<file path="config.mk">
export PLATFORM = sky130hd
export DESIGN_NAME = bus_arbiter
export DESIGN_NICKNAME = d
export VERILOG_FILES = /design/src/rtl/bus_arbiter_pkg.sv /design/src/rtl/bus_address_decoder.sv /design/src/rtl/bus_arbiter.sv
export SDC_FILE = /design/constraint.sdc
export NUM_CORES = 1
export LEC_CHECK = 0
export CAP_MARGIN = 20
export CORE_AREA = 2 2 120 122
export CTS_CLUSTER_DIAMETER = 120
export DETAILED_ROUTE_END_ITERATION = 8
export DIE_AREA = 0 0 122 124
export PLACE_DENSITY = 0.58
export REMOVE_ABC_BUFFERS = 1
export SETUP_SLACK_MARGIN = 0.2
export SYNTH_ARGS = -nofsm -noshare
export SYNTH_HDL_FRONTEND = slang
export SYNTH_SLANG_ARGS = --single-unit
</file>
<file path="constraint.sdc">
create_clock -name clock -period 6.5 [get_ports clock]
set_input_delay 1.95 -clock clock [delete_from_list [all_inputs] [get_ports clock]]
set_output_delay 1.95 -clock clock [all_outputs]
set_load 0.01 [all_outputs]
</file>
<file path="src/rtl/bus_arbiter_pkg.sv">
// Shared definitions for the two-master memory bus arbiter.
//   - Bus widths: word address, data and byte-lane strobes.
//   - Ownership FSM state encoding.
package bus_arbiter_pkg;

    localparam int unsigned ADDR_W   = 30;
    localparam int unsigned DATA_W   = 32;
    localparam int unsigned STROBE_W = 4;

    typedef enum logic [1:0] {
        ARB_IDLE = 2'd0,
        ARB_OWN0 = 2'd1,
        ARB_OWN1 = 2'd2
    } arb_state_e;

endpackage

</file>
<file path="src/rtl/bus_address_decoder.sv">
// Access checker for the owning master's bus cycle (purely combinational).
//   address       in   word address of the current access
//   read, write   in   access type (already muxed from the owner)
//   data_strobes  in   byte lanes of the access
//   error         out  access is unmapped, has read and write together, or writes no lanes
module bus_address_decoder
    import bus_arbiter_pkg::*;
#(
    parameter int unsigned MEM_WORDS = 16384
) (
    input  logic [ADDR_W-1:0]   address,
    input  logic                read,
    input  logic                write,
    input  logic [STROBE_W-1:0] data_strobes,
    output logic                error
);

    // One extra bit so MEM_WORDS = 2^30 maps the whole address space.
    localparam logic [ADDR_W:0] MemLimit = (ADDR_W + 1)'(MEM_WORDS);

    logic unmapped;
    logic rw_clash;
    logic no_lanes;

    always_comb begin
        unmapped = (read | write) && ({1'b0, address} >= MemLimit);
        rw_clash = read & write;
        no_lanes = write && (data_strobes == '0);
        error    = unmapped | rw_clash | no_lanes;
    end

endmodule

</file>
<file path="src/rtl/bus_arbiter.sv">
// Two-master arbiter for the single memory bus (m0 = CPU, m1 = DMA/video fetch).
//   clock, reset              system clock; synchronous active-high reset
//   mN_req                    master N wants the bus (held for the whole transfer/burst)
//   mN_address/data_out/...   master N access; only the owner's signals reach memory
//   mN_grant                  master N owns the bus this cycle (decoded from registered state)
//   mN_data_in                memory read data, broadcast to both masters
//   mN_bus_error              owner's current access is illegal; suppressed at memory
//   address/data_out/...      memory side of the bus, all zero while idle
//   data_in                   memory read data
module bus_arbiter
    import bus_arbiter_pkg::*;
#(
    parameter int unsigned MEM_WORDS = 16384,
    parameter int unsigned MAX_BURST = 8,
    parameter int unsigned FIXED_PRI = 0
) (
    input  logic                clock,
    input  logic                reset,

    input  logic                m0_req,
    input  logic [ADDR_W-1:0]   m0_address,
    input  logic [DATA_W-1:0]   m0_data_out,
    input  logic [STROBE_W-1:0] m0_data_strobes,
    input  logic                m0_read,
    input  logic                m0_write,
    output logic                m0_grant,
    output logic [DATA_W-1:0]   m0_data_in,
    output logic                m0_bus_error,

    input  logic                m1_req,
    input  logic [ADDR_W-1:0]   m1_address,
    input  logic [DATA_W-1:0]   m1_data_out,
    input  logic [STROBE_W-1:0] m1_data_strobes,
    input  logic                m1_read,
    input  logic                m1_write,
    output logic                m1_grant,
    output logic [DATA_W-1:0]   m1_data_in,
    output logic                m1_bus_error,

    output logic [ADDR_W-1:0]   address,
    output logic [DATA_W-1:0]   data_out,
    output logic [STROBE_W-1:0] data_strobes,
    output logic                read,
    output logic                write,
    input  logic [DATA_W-1:0]   data_in
);

    localparam int unsigned CntW = $clog2(MAX_BURST + 1);
    localparam logic [CntW-1:0] CntLast = CntW'(MAX_BURST - 1);
    localparam logic [CntW-1:0] CntMax  = CntW'(MAX_BURST);

    arb_state_e      state_q, state_d;
    logic            last_owner_q, last_owner_d;
    logic [CntW-1:0] burst_cnt_q, burst_cnt_d;

    logic [CntW-1:0] burst_cnt_inc;
    logic            limit_hit;

    logic [ADDR_W-1:0]   own_address;
    logic [DATA_W-1:0]   own_data_out;
    logic [STROBE_W-1:0] own_strobes;
    logic                own_read;
    logic                own_write;
    logic                access_error;

    // State register
    always_ff @(posedge clock) begin
        if (reset) begin
            state_q      <= ARB_IDLE;
            last_owner_q <= 1'b1;  // makes m0 win the first tie
            burst_cnt_q  <= '0;
        end else begin
            state_q      <= state_d;
            last_owner_q <= last_owner_d;
            burst_cnt_q  <= burst_cnt_d;
        end
    end

    // Next-state logic
    always_comb begin
        state_d      = state_q;
        last_owner_d = last_owner_q;
        burst_cnt_d  = burst_cnt_q;

        burst_cnt_inc = (burst_cnt_q == CntMax) ? burst_cnt_q : burst_cnt_q + 1'b1;
        // >= rather than == so an owner that ran alone past the limit still yields at once.
        limit_hit     = (burst_cnt_q >= CntLast);

        unique case (state_q)
            ARB_IDLE: begin
                burst_cnt_d = '0;
                if (m0_req && m1_req) begin
                    state_d = ((FIXED_PRI != 0) || last_owner_q) ? ARB_OWN0 : ARB_OWN1;
                end else if (m0_req) begin
                    state_d = ARB_OWN0;
                end else if (m1_req) begin
                    state_d = ARB_OWN1;
                end
            end
            ARB_OWN0: begin
                if (!m0_req || (limit_hit && m1_req)) begin
                    state_d      = m1_req ? ARB_OWN1 : ARB_IDLE;
                    last_owner_d = 1'b0;
                    burst_cnt_d  = '0;
                end else begin
                    burst_cnt_d = burst_cnt_inc;
                end
            end
            ARB_OWN1: begin
                if (!m1_req || (limit_hit && m0_req)) begin
                    state_d      = m0_req ? ARB_OWN0 : ARB_IDLE;
                    last_owner_d = 1'b1;
                    burst_cnt_d  = '0;
                end else begin
                    burst_cnt_d = burst_cnt_inc;
                end
            end
            default: begin
                state_d     = ARB_IDLE;
                burst_cnt_d = '0;
            end
        endcase
    end

    // Output logic: grant decode and owner mux
    always_comb begin
        m0_grant     = (state_q == ARB_OWN0);
        m1_grant     = (state_q == ARB_OWN1);
        own_address  = '0;
        own_data_out = '0;
        own_strobes  = '0;
        own_read     = 1'b0;
        own_write    = 1'b0;

        unique case (state_q)
            ARB_OWN0: begin
                own_address  = m0_address;
                own_data_out = m0_data_out;
                own_strobes  = m0_data_strobes;
                own_read     = m0_read;
                own_write    = m0_write;
            end
            ARB_OWN1: begin
                own_address  = m1_address;
                own_data_out = m1_data_out;
                own_strobes  = m1_data_strobes;
                own_read     = m1_read;
                own_write    = m1_write;
            end
            default: ;
        endcase

        address      = own_address;
        data_out     = own_data_out;
        data_strobes = own_strobes;
        // Errored accesses never reach memory; nor does anything in a reset cycle,
        // so a transfer cut short by reset cannot commit a write.
        read         = own_read  & ~access_error & ~reset;
        write        = own_write & ~access_error & ~reset;
        m0_bus_error = m0_grant & access_error;
        m1_bus_error = m1_grant & access_error;
        m0_data_in   = data_in;
        m1_data_in   = data_in;
    end

    bus_address_decoder #(
        .MEM_WORDS (MEM_WORDS)
    ) u_decoder (
        .address      (own_address),
        .read         (own_read),
        .write        (own_write),
        .data_strobes (own_strobes),
        .error        (access_error)
    );

endmodule

</file>
# == After elaboration in Yosys (flattened, before gate mapping) ==
# Cells that the tools add are included.
# totals
register_bits,7
in_bits,172
out_inout_bits,136
wordCells,59
# op_classes
addsub,1
n_lt_le_gt_ge,2
n_eq_ne,6
muxes,21
bitwise,12
reduce_logical,14
# ops
cell,n
32-bit case mux with 2 select lines,1
30-bit case mux with 2 select lines,1
30-bit by 15-bit greater-or-equal comparator with 1-bit output (second input constant),1
4-bit case mux with 2 select lines,2
2-bit two-way mux,7
4-bit two-way mux,3
1-bit AND,7
1-bit case mux with 2 select lines,3
2-bit case mux with 3 select lines,1
3-bit AND reduction,2
1-bit logical AND,5
4-bit by 1-bit adder with 4-bit output (second input constant),1
4-bit equality test (second input constant),1
4-bit by 3-bit greater-or-equal comparator with 1-bit output (second input constant),1
4-bit logical NOT,1
2-bit by 1-bit inequality test with 1-bit output (second input constant),2
4-bit inequality test (second input constant),1
1-bit two-way mux,3
1-bit OR,3
2-bit by 1-bit equality test with 1-bit output (second input constant),1
2-bit equality test (second input constant),1
1-bit logical NOT,2
2-bit logical NOT,1
1-bit logical OR,2
2 further kinds,3

# == Longest topological paths before layout ==
# Gate-level depths: netlist (run 1).
# depth
ltp_word,9
ltp_mapped,9
mapped_depth_nobuf,7

# == Hierarchy ==
# Synthesis (run 1) repeated with hierarchy kept, for this count alone.
# hier_totals
hier_cells,288
hier_area_um2,2031.9
# by_module_without_submodules
module,n_inst,cells_per_inst,area_each_um2,seq_area_each_um2
bus_arbiter,1,279,1978.1,140.1
bus_address_decoder,1,9,53.8,0.0

# == Least setup slack after synthesis (run 1) ==
# No wires, ideal clock.
# synth_path
kind,input-to-output
start,input port m1_address[29]
end,output port read
t_arrival_ps,3493
t_required_ps,4550
slack_ps,1057
cell_stages,5
n_path_buf,0
path_cell_list,a22oi_2 > nor2_1 > or4_1 > or4b_4 > nor4_2
# synth_via
elab_chain_cells,8
# synth_rtl
element,line_no,rtl
"start, declared",bus_arbiter.sv:31,"input logic [ADDR_W-1:0] m1_address,"
30-bit case mux with 2 select lines,bus_arbiter.sv:135,unique case (state_q)
via address[29],bus_arbiter.sv:40,"output logic [ADDR_W-1:0] address,"
30-bit by 15-bit greater-or-equal comparator with 1-bit output,bus_address_decoder.sv:26,"unmapped = (read | write) && ({1'b0, address} >= MemLimit);"
1-bit logical AND,bus_address_decoder.sv:26,
1-bit OR (2 in series),bus_address_decoder.sv:29,error = unmapped | rw_clash | no_lanes;
1-bit inverter,bus_arbiter.sv:158,read = own_read & ~access_error & ~reset;
1-bit AND (2 in series),bus_arbiter.sv:158,
"end, declared",bus_arbiter.sv:43,"output logic read,"
# The timed path passes the listed nets, and every way through them passes these cells.

# == Worst setup path in the final report (run 1) ==
# layout_path
start,input port m1_address[20]
end,output port write
# layout_via
elab_chain_cells,8
# layout_rtl
element,line_no,rtl
30-bit case mux with 2 select lines,bus_arbiter.sv:135,
30-bit by 15-bit greater-or-equal comparator with 1-bit output,bus_address_decoder.sv:26,
1-bit logical AND,bus_address_decoder.sv:26,
1-bit OR (2 in series),bus_address_decoder.sv:29,
1-bit inverter,bus_arbiter.sv:159,write = own_write & ~access_error & ~reset;
1-bit AND (2 in series),bus_arbiter.sv:159,
"end, declared",bus_arbiter.sv:44,"output logic write,"
# Every way passes these cells.

==> summary by stage, run 1 <==
Synthesis
The async set-or-reset flop fraction in the synthesized netlist is 0%. The commonest register cell after synthesis is sky130_fd_sc_hd__dfxtp_1. The sequential element share of the synthesized area is 7.383%.

Of the total synthesized cell area, the portion taken by full adders, half adders and majority gates is 3.955%. Of the total synthesized cell area, the portion taken by AND, OR, NAND and NOR gates is 21.82%. In this run, synthesis inferred 0 flip-flops with an integrated enable.

The average cell area after synthesis is 6.637 um^2. During synthesis, Yosys emitted a total of 0 warnings. The post-synthesis cell count is 286. Summing the areas of all compound-gate instances in the mapped netlist gives 32.50% of the synthesized area.

The post-synthesis share of cell area spent on xor and xnor gates is 0.9229%. Counting flops and latches in the post-synthesis netlist gives 7. After synthesis, the largest family of logic cells by area is compound AO/OA/AOI/OAI gates. The portion of synthesized area spent on multiplexers is 1.055%. The count of different cell masters after synthesis is 36.

The netlist area before placement is 1898 um^2.

Place
Once detailed placement completed, the half-perimeter wirelength came to 9.305 mm. The quantity of I/O buffers inserted on ports is 211. The congestion estimate from routability-driven global placement came to 0.6785.

STA
Across the routed clock network, the largest skew measured is 0.004439 ns. Timing would allow up to 161.8 MHz. The worst relative slew slack is 40.43%.

The final-report hold violation count is 0. The max-slew violation count was 0. The transition at the pin with the smallest max-transition slack is 0.8935 ns.

Setup repair after global routing left no endpoint under its margin. The setup TNS after final layout is 0 ns. The shortest period the worst path allows is 6.182 ns. Setup violations remaining at the end of the flow were counted as 0.

The share of the clock period used by the worst path after layout is 95.11%.

Setup path
The required time of the critical path is 4.55 ns. The capture point of the worst reg-to-reg path is burst_cnt_q[2]$_SDFF_PP0_. The start point of the critical path is m1_address[20]. The register-to-register path setup slack is 4.29 ns. The critical path class is input port to primary output. STA classifies the critical path endpoint as a primary output. The worst reg2reg path startpoint is state_q[1]$_SDFFE_PP0P_. The critical path ends at write. The worst setup path is launched from an input port.

STA puts the critical path data arrival time at 4.23 ns. The number of cells on the worst reg-to-reg path is 7. In this run the worst path has a maximum fanout of 3.

Layout
Leaving out fill and tap cells, the most frequent cells in the layout are 207 x sky130_fd_sc_hd__clkdlybuf4s50_1, 73 x sky130_fd_sc_hd__nor2_1, 63 x sky130_fd_sc_hd__a22oi_1, 7 x sky130_fd_sc_hd__dfxtp_1, 7 x sky130_fd_sc_hd__buf_4. In the final layout, flip-flops and latches occupy 140.1 um^2. The fraction of final layout cells with drive strength greater than 1 is 4.988%. The number of antenna diodes in the final layout is 0. After the last flow step, the layout net total stands at 600.

From synthesis to final layout, the design area changed by 98.95%. The area of the multi-input gates is 1154 um^2. Fill cells in the final layout number 1507.

The library cell used most frequently in the layout, excluding fill and tap cells, is sky130_fd_sc_hd__clkdlybuf4s50_1.

Power
Power spread over the standard cell area amounts to 171.1 nW/um^2. The leakage power figure is 1.271 nW. Across the VDD grid, the largest voltage drop is 0.00009039 V. The completed layout was analyzed and its total power is 0.6463 mW.

Clock tree
The latest clock arrival within the worst-skew pair is 0.23 ns. Counting every sink on the clock net gives 7. The H-tree depth is 1. Counting the buffers created by CTS gives 3. The clock tree root driver cell is sky130_fd_sc_hd__clkbuf_16. Clock-pin slew was measured on the worst setup and hold paths at 0.03 ns.

The number of hold-repair buffers added at the cts stage is 0. The clock tree from TritonCTS is done. The longest clock path from root to sink contains 2 buffers.

Hold path
The path class of the tightest hold or removal check is register to register.

Route
The first TritonRoute pass finished after 4 iterations. The post-detailed-route wirelength per cell is 18.97 um. The routed wire length is 11.40 mm.

The via count is 2677. The DRC violation count after routing is 0. Using the TritonRoute via totals, the vias-per-cell ratio works out to 4.454. The post-detailed-route count of antenna-violating nets is 0. The first-iteration detailed-routing DRC count is 128.

Status
The run finished with clean final reports.

Floorplan
The initial utilization of the core area, before any placement, comes to 13.83%. Row generation in the floorplan step produced 43 rows. The floorplan die height is 124 um. The I/O pin count is 308. The full die area is 15130 um^2.

The horizontal extent of the die is 122 um. The floorplan core area is 13720 um^2.

Run
The tool flagged a number of max-cap violations equal to 0.

Global route
The maximum number of pins on one net before global-route repair is 41. The wire length of the first global-routing pass is 15.38 mm. Global routing finished with a remaining overflow of 0. In the global route stage, overall resource usage came out at 13.70%. The number of antenna violations at the first check in global routing was 0. The number of global-route vias before repair is 2542.
stage by stage:
stage               instance area (um^2)  setup slack [ns]  std cells  hold WS, ns  util, %
global route                        3776            0.2661        601       0.5458    27.52
floorplan                           1306            0.9959        199       0.4687        -
detailed placement                  3694           0.04458        596       0.4999    26.92
global placement                    3694           0.07140        596       0.5011    26.92
CTS                                 3780            0.2383        601       0.5168    27.55
finish                              3776            0.3181        601       0.5103    27.52
worst min path at each step:
stage	start	endpoint	slack (ns)	cells past startpoint
4_1_cts	last_owner_q$_SDFFE_PP1P_	last_owner_q$_SDFFE_PP1P_	0.52	1
3_3_place_gp	burst_cnt_q[2]$_SDFF_PP0_	burst_cnt_q[2]$_SDFF_PP0_	0.50	2
3_5_place_dp	last_owner_q$_SDFFE_PP1P_	last_owner_q$_SDFFE_PP1P_	0.50	1
6_report	last_owner_q$_SDFFE_PP1P_	last_owner_q$_SDFFE_PP1P_	0.51	1
5_1_grt	burst_cnt_q[2]$_SDFF_PP0_	burst_cnt_q[2]$_SDFF_PP0_	0.55	2
2_1_floorplan	last_owner_q$_SDFFE_PP1P_	last_owner_q$_SDFFE_PP1P_	0.47	1
power breakdown:
part / internal [mW] / switching [mW]
clock network: 0.0817 / 0.0242
logic: 0.247 / 0.242
registers: 0.0472 / 0.00372
total: 0.376 / 0.270
cells in the mapped netlist (all sizes together), types with 3 or more instances:
cell type  number  area (um^2)
inv             6        22.52
ha              6        75.07
a22oi          67        518.0
dfxtp           7        140.1
nand2           5        18.77
nor2           73        274.0
buf            74        543.0
nand2b          3        18.77
a21oi           6        30.03
clkbuf         13        48.80
sequential cells by signal, summed over array words and instances, names as in the netlist:
| register | cells |
|---|---|
| burst_cnt_q | 4 |
| last_owner_q | 1 |
| state_q | 2 |
layout make-up:
cell class	instances	share of cell area [%]
clock buffers	4	2.087
flip-flops and latches	7	3.711
repair buffers	218	57.09
inverters	6	0.5964
multi-input cells	186	30.55
well taps	180	5.964
kinds of logic (layout without fill, tap and decap cells):
| kind of cell | count (synthesis) | after routing |
|---|---|---|
| AO/OA/AOI/OAI | 82 | 82 |
| XOR/XNOR | 2 | 2 |
| adder cells (fa/ha/maj) | 6 | 6 |
| buffers and inverters | 93 | 228 |
| flip-flops | 7 | 7 |
| multiplexers | 2 | 2 |
| AND/OR/NAND/NOR | 94 | 94 |
critical path: stages:
cell	delay [ns]
sky130_fd_sc_hd__clkdlybuf4s50_1	0.41
sky130_fd_sc_hd__a22oi_2	0.17
sky130_fd_sc_hd__nor2_1	0.07
sky130_fd_sc_hd__or4_1	0.54
sky130_fd_sc_hd__or4b_4	0.55
sky130_fd_sc_hd__buf_4	0.16
sky130_fd_sc_hd__nor3_2	0.09
sky130_fd_sc_hd__dlygate4sd2_1	0.29
what timing repair did:
item / CTS / global route
resized for setup: 5 / 2
setup endpoints to repair: 4 / 1
gates cloned: 0 / 0
pin swaps: 1 / 0
buffers inserted: 1 / 0
hold endpoints to repair: 0 / 0
per-layer routing:
metal | up-vias | wire length (um) | global-route usage [%]
met1 | 1231 | 4462 | 16.33
met3 | 8 | 2072 | 10.99
li1 | 1219 | - | -
met5 | - | 46 | 4.514
met2 | 217 | 4737 | 18.75
met4 | 2 | 80 | 2.586
No activity file was read; power rests on OpenSTA's default activity.
==> run 2: changes to the inputs <==
--- a/config.mk
+++ b/config.mk
@@ -10,6 +10,7 @@
 export CTS_CLUSTER_DIAMETER = 120
 export DETAILED_ROUTE_END_ITERATION = 8
 export DIE_AREA = 0 0 122 124
+export GPL_ROUTABILITY_DRIVEN = 0
 export PLACE_DENSITY = 0.58
 export REMOVE_ABC_BUFFERS = 1
 export SETUP_SLACK_MARGIN = 0.2
==> results of run 2 <==
The final DEF is identical to that of run 1; final timing and power are the same.
==> run 3: changes to the inputs <==
--- a/config.mk
+++ b/config.mk
@@ -12,8 +12,10 @@
 export DIE_AREA = 0 0 122 124
 export GPL_ROUTABILITY_DRIVEN = 0
 export PLACE_DENSITY = 0.58
+export RECOVER_POWER = 100
 export REMOVE_ABC_BUFFERS = 1
 export SETUP_SLACK_MARGIN = 0.2
 export SYNTH_ARGS = -nofsm -noshare
 export SYNTH_HDL_FRONTEND = slang
 export SYNTH_SLANG_ARGS = --single-unit
+export TNS_END_PERCENT = 100
==> summary by stage, run 3 (synthesis gave the netlist of run 1 again) <==
Status
The run finished, with violations left. The checks that failed: capacitance limit, slew limit.

Layout
The total of fill cells in the finished design is 1511 (+0.27%). The most common cell after layout, fill and taps aside is sky130_fd_sc_hd__clkdlybuf4s50_1. The flip-flop count of the largest register after layout is 4 (unchanged). The number of diodes added for antenna fixing is 0 (unchanged).

The largest registers in the layout are burst_cnt_q x4, state_q x2, last_owner_q x1. More flip-flops sit in one register than any other, and that register is burst_cnt_q. The top cell types in the final layout, fill and taps aside, are 141 x sky130_fd_sc_hd__clkdlybuf4s50_1, 73 x sky130_fd_sc_hd__nor2_1, 66 x sky130_fd_sc_hd__dlygate4sd3_1, 63 x sky130_fd_sc_hd__a22oi_1, 7 x sky130_fd_sc_hd__dfxtp_1. The non-filler instance count after layout came to 601 (unchanged). The area added between synthesis and finish is 97.82%. The final-stage net count was 600 (unchanged). The fraction of final layout cells with drive strength greater than 1 was 3.325% (-1.7 points).

Clock tree
The number of hold-repair buffers added at the cts stage is 0 (unchanged). The worst-case clock buffer depth is 2 (unchanged). The clock-pin slew of the registers on the worst-case setup and hold paths is 0.03 ns (about the same). The clock sink count is 7 (unchanged).

The H-tree depth is 1 (unchanged). The clock tree root driver cell is sky130_fd_sc_hd__clkbuf_16. The clock tree from TritonCTS is done. The latest clock arrival within the worst-skew pair is 0.23 ns (about the same). The total clock buffers created by CTS is 3 (unchanged).

Global route
The leftover overflow at the end of global routing was 0 (unchanged). The number of antenna violations at the first check in global routing is 0 (unchanged). The overall global routing resource usage is 13.70% (unchanged). The maximum number of pins on one net before global-route repair is 41 (unchanged). The wire length of the first global-routing pass was 15.38 mm (unchanged). The number of global-route vias before repair is 2542 (unchanged).

STA
The max-slew violation count is 81 (+81). The hold slack is 0.5097 ns (-0.0006120 ns). The final clock skew is 0.004003 ns (-0.0004358 ns). The worst relative slew slack was -11.09% (-52 points). The transition at the pin with the smallest max-transition slack is 1.666 ns (+0.7729 ns). The setup TNS after final layout was 0 ns (unchanged). The shortest period the worst path allows came to 6.231 ns (+0.04888 ns). The final-report hold violation count is 0 (unchanged). The share of the clock period used by the worst path after layout is 95.86% (+0.75 points). Setup repair after global routing left no endpoint under its margin. The total setup violations reported at the end of the flow is 0 (unchanged).

The highest clock rate is 160.5 MHz (-0.78%).

Power
The worst vdd rail ir drop came to 0.00008864 V (-1.9%). The leakage power figure was 1.474 nW (+16%). The power density over the cells is 164.0 nW/um^2 (-4.2%).

Route
The post-detailed-route wirelength per cell is 18.94 um (-0.14%). The post-detailed-route count of antenna-violating nets came to 0 (unchanged). The detailed-route vias per instance came to 4.441 (-0.30%).

The DRC violation count after routing is 0 (unchanged). The routed wire length was 11.38 mm (-0.14%). The number of iterations in the first detailed-routing pass is 4 (unchanged). The via count is 2669 (-0.30%). The first-iteration detailed-routing DRC count was 124 (-3.1%).

Setup path
The required time of the critical path is 4.55 ns (about the same). The maximum fanout encountered on the critical timing path is 3 (unchanged). The endpoint arrival time on the critical path is 4.28 ns (+0.05 ns). In this design, the largest share of critical-path delay is due to simple AND/OR/NAND/NOR gates. The slowest cell on the critical path is sky130_fd_sc_hd__or4b_1. The worst setup path is captured at a primary output.

Traced cell by cell, the critical path runs through clkdlybuf4s50_1 -> a22oi_2 -> nor2_1 -> or4_1 -> or4b_1 -> clkbuf_1 -> nor3_2 -> dlygate4sd2_1. The critical path class is input port to primary output. In this run the worst setup path begins at m1_address[20]. The combined buffer and inverter count along the critical path is 3 (unchanged). The startpoint identified for the worst register-to-register timing path is state_q[1]$_SDFFE_PP0P_. STA classifies the critical path startpoint as an input port. The maximum single-stage delay on the critical path is 0.58 ns (+0.03 ns).

Hold path
In this run the most critical hold path is launched from last_owner_q$_SDFFE_PP1P_. The worst hold path class is register to register.

Floorplan
The floorplan core area is 13720 um^2 (unchanged). The floorplan die height came to 124 um (unchanged). The I/O pin count is 308 (unchanged). The horizontal extent of the die is 122 um (unchanged). The effective utilization at floorplan came to 13.83% (unchanged). The full die area is 15130 um^2 (unchanged). The cell row count is 43 (unchanged).

Place
The number of cells in the design after placement is 596 (unchanged). The quantity of I/O buffers inserted on ports is 211 (unchanged). The placed wire-length estimate is 9.305 mm (unchanged).

Run
The reported max-cap violation count is 2 (+2).
[run 3: cell count changes in the layout (fill, tap and decap cells not counted), sizes merged]
cell	change
clkdlybuf4s50	-66
clkbuf	+3
dlygate4sd3	+66
buf	-3
[run 3: report_power, final]
part / leakage [nW] / internal, mW / switching (mW)
combinational: 1.38 / 0.221 / 0.239
clock: 0.0382 / 0.0817 / 0.0240
sequential: 0.0569 / 0.0472 / 0.00369
total: 1.47 / 0.349 / 0.266
[run 3: worst register-to-register path, stage by stage (launching register included)]
cell and delay [ns]:
sky130_fd_sc_hd__dfxtp_1 0.33, sky130_fd_sc_hd__inv_1 0.09, sky130_fd_sc_hd__ha_1 1.28, sky130_fd_sc_hd__nand2_1 0.11
sky130_fd_sc_hd__a21oi_1 0.21, sky130_fd_sc_hd__a31oi_1 0.10, sky130_fd_sc_hd__or3_1 0.48, sky130_fd_sc_hd__a21oi_1 0.14
[run 3: per-stage QoR]
step	util (%)	cell area (um^2)	setup slack [ns]	power, mW
2_1_floorplan	-	1306	0.9959	0.2781
6_report	27.37	3755	0.2692	0.6157
3_5_place_dp	26.92	3694	0.04458	0.5389
4_1_cts	27.55	3780	0.2383	0.6560
5_1_grt	27.37	3755	0.1503	0.6661
3_3_place_gp	26.92	3694	0.07140	0.5343
[run 3: layout make-up]
class	count	area [um^2]	share of cell area [%]
well taps	180	225.2	5.998
repair buffers	218	2143	57.08
clock buffers	4	78.83	2.099
inverters	6	22.52	0.5998
flip-flops and latches	7	140.1	3.732
multi-input cells	186	1145	30.49
[run 3: routing by layer]
| layer | up-vias | track usage [%] | share of wire, % |
|---|---|---|---|
| met5 | - | 4.514 | 0.40 |
| met4 | 2 | 2.586 | 0.70 |
| met3 | 8 | 10.99 | 17 |
| met2 | 203 | 18.75 | 42 |
| met1 | 1236 | 16.33 | 40 |
| li1 | 1220 | - | - |
[run 3: repair_timing]
action,in CTS,in global routing
setup buffers,1,0
gates resized for setup,5,2
endpoints found under the setup margin,4,1
endpoints found under the hold margin,0,0
pin swaps,1,0
cloned,0,0
[run 3: final timing paths]
kind | cells past startpoint | slack (ns) | end
max | 8 | 0.27 | write
min | 1 | 0.51 | last_owner_q$_SDFFE_PP1P_
max reg2reg | 7 | 3.71 | burst_cnt_q[2]$_SDFF_PP0_
min reg2reg | 1 | 0.51 | last_owner_q$_SDFFE_PP1P_
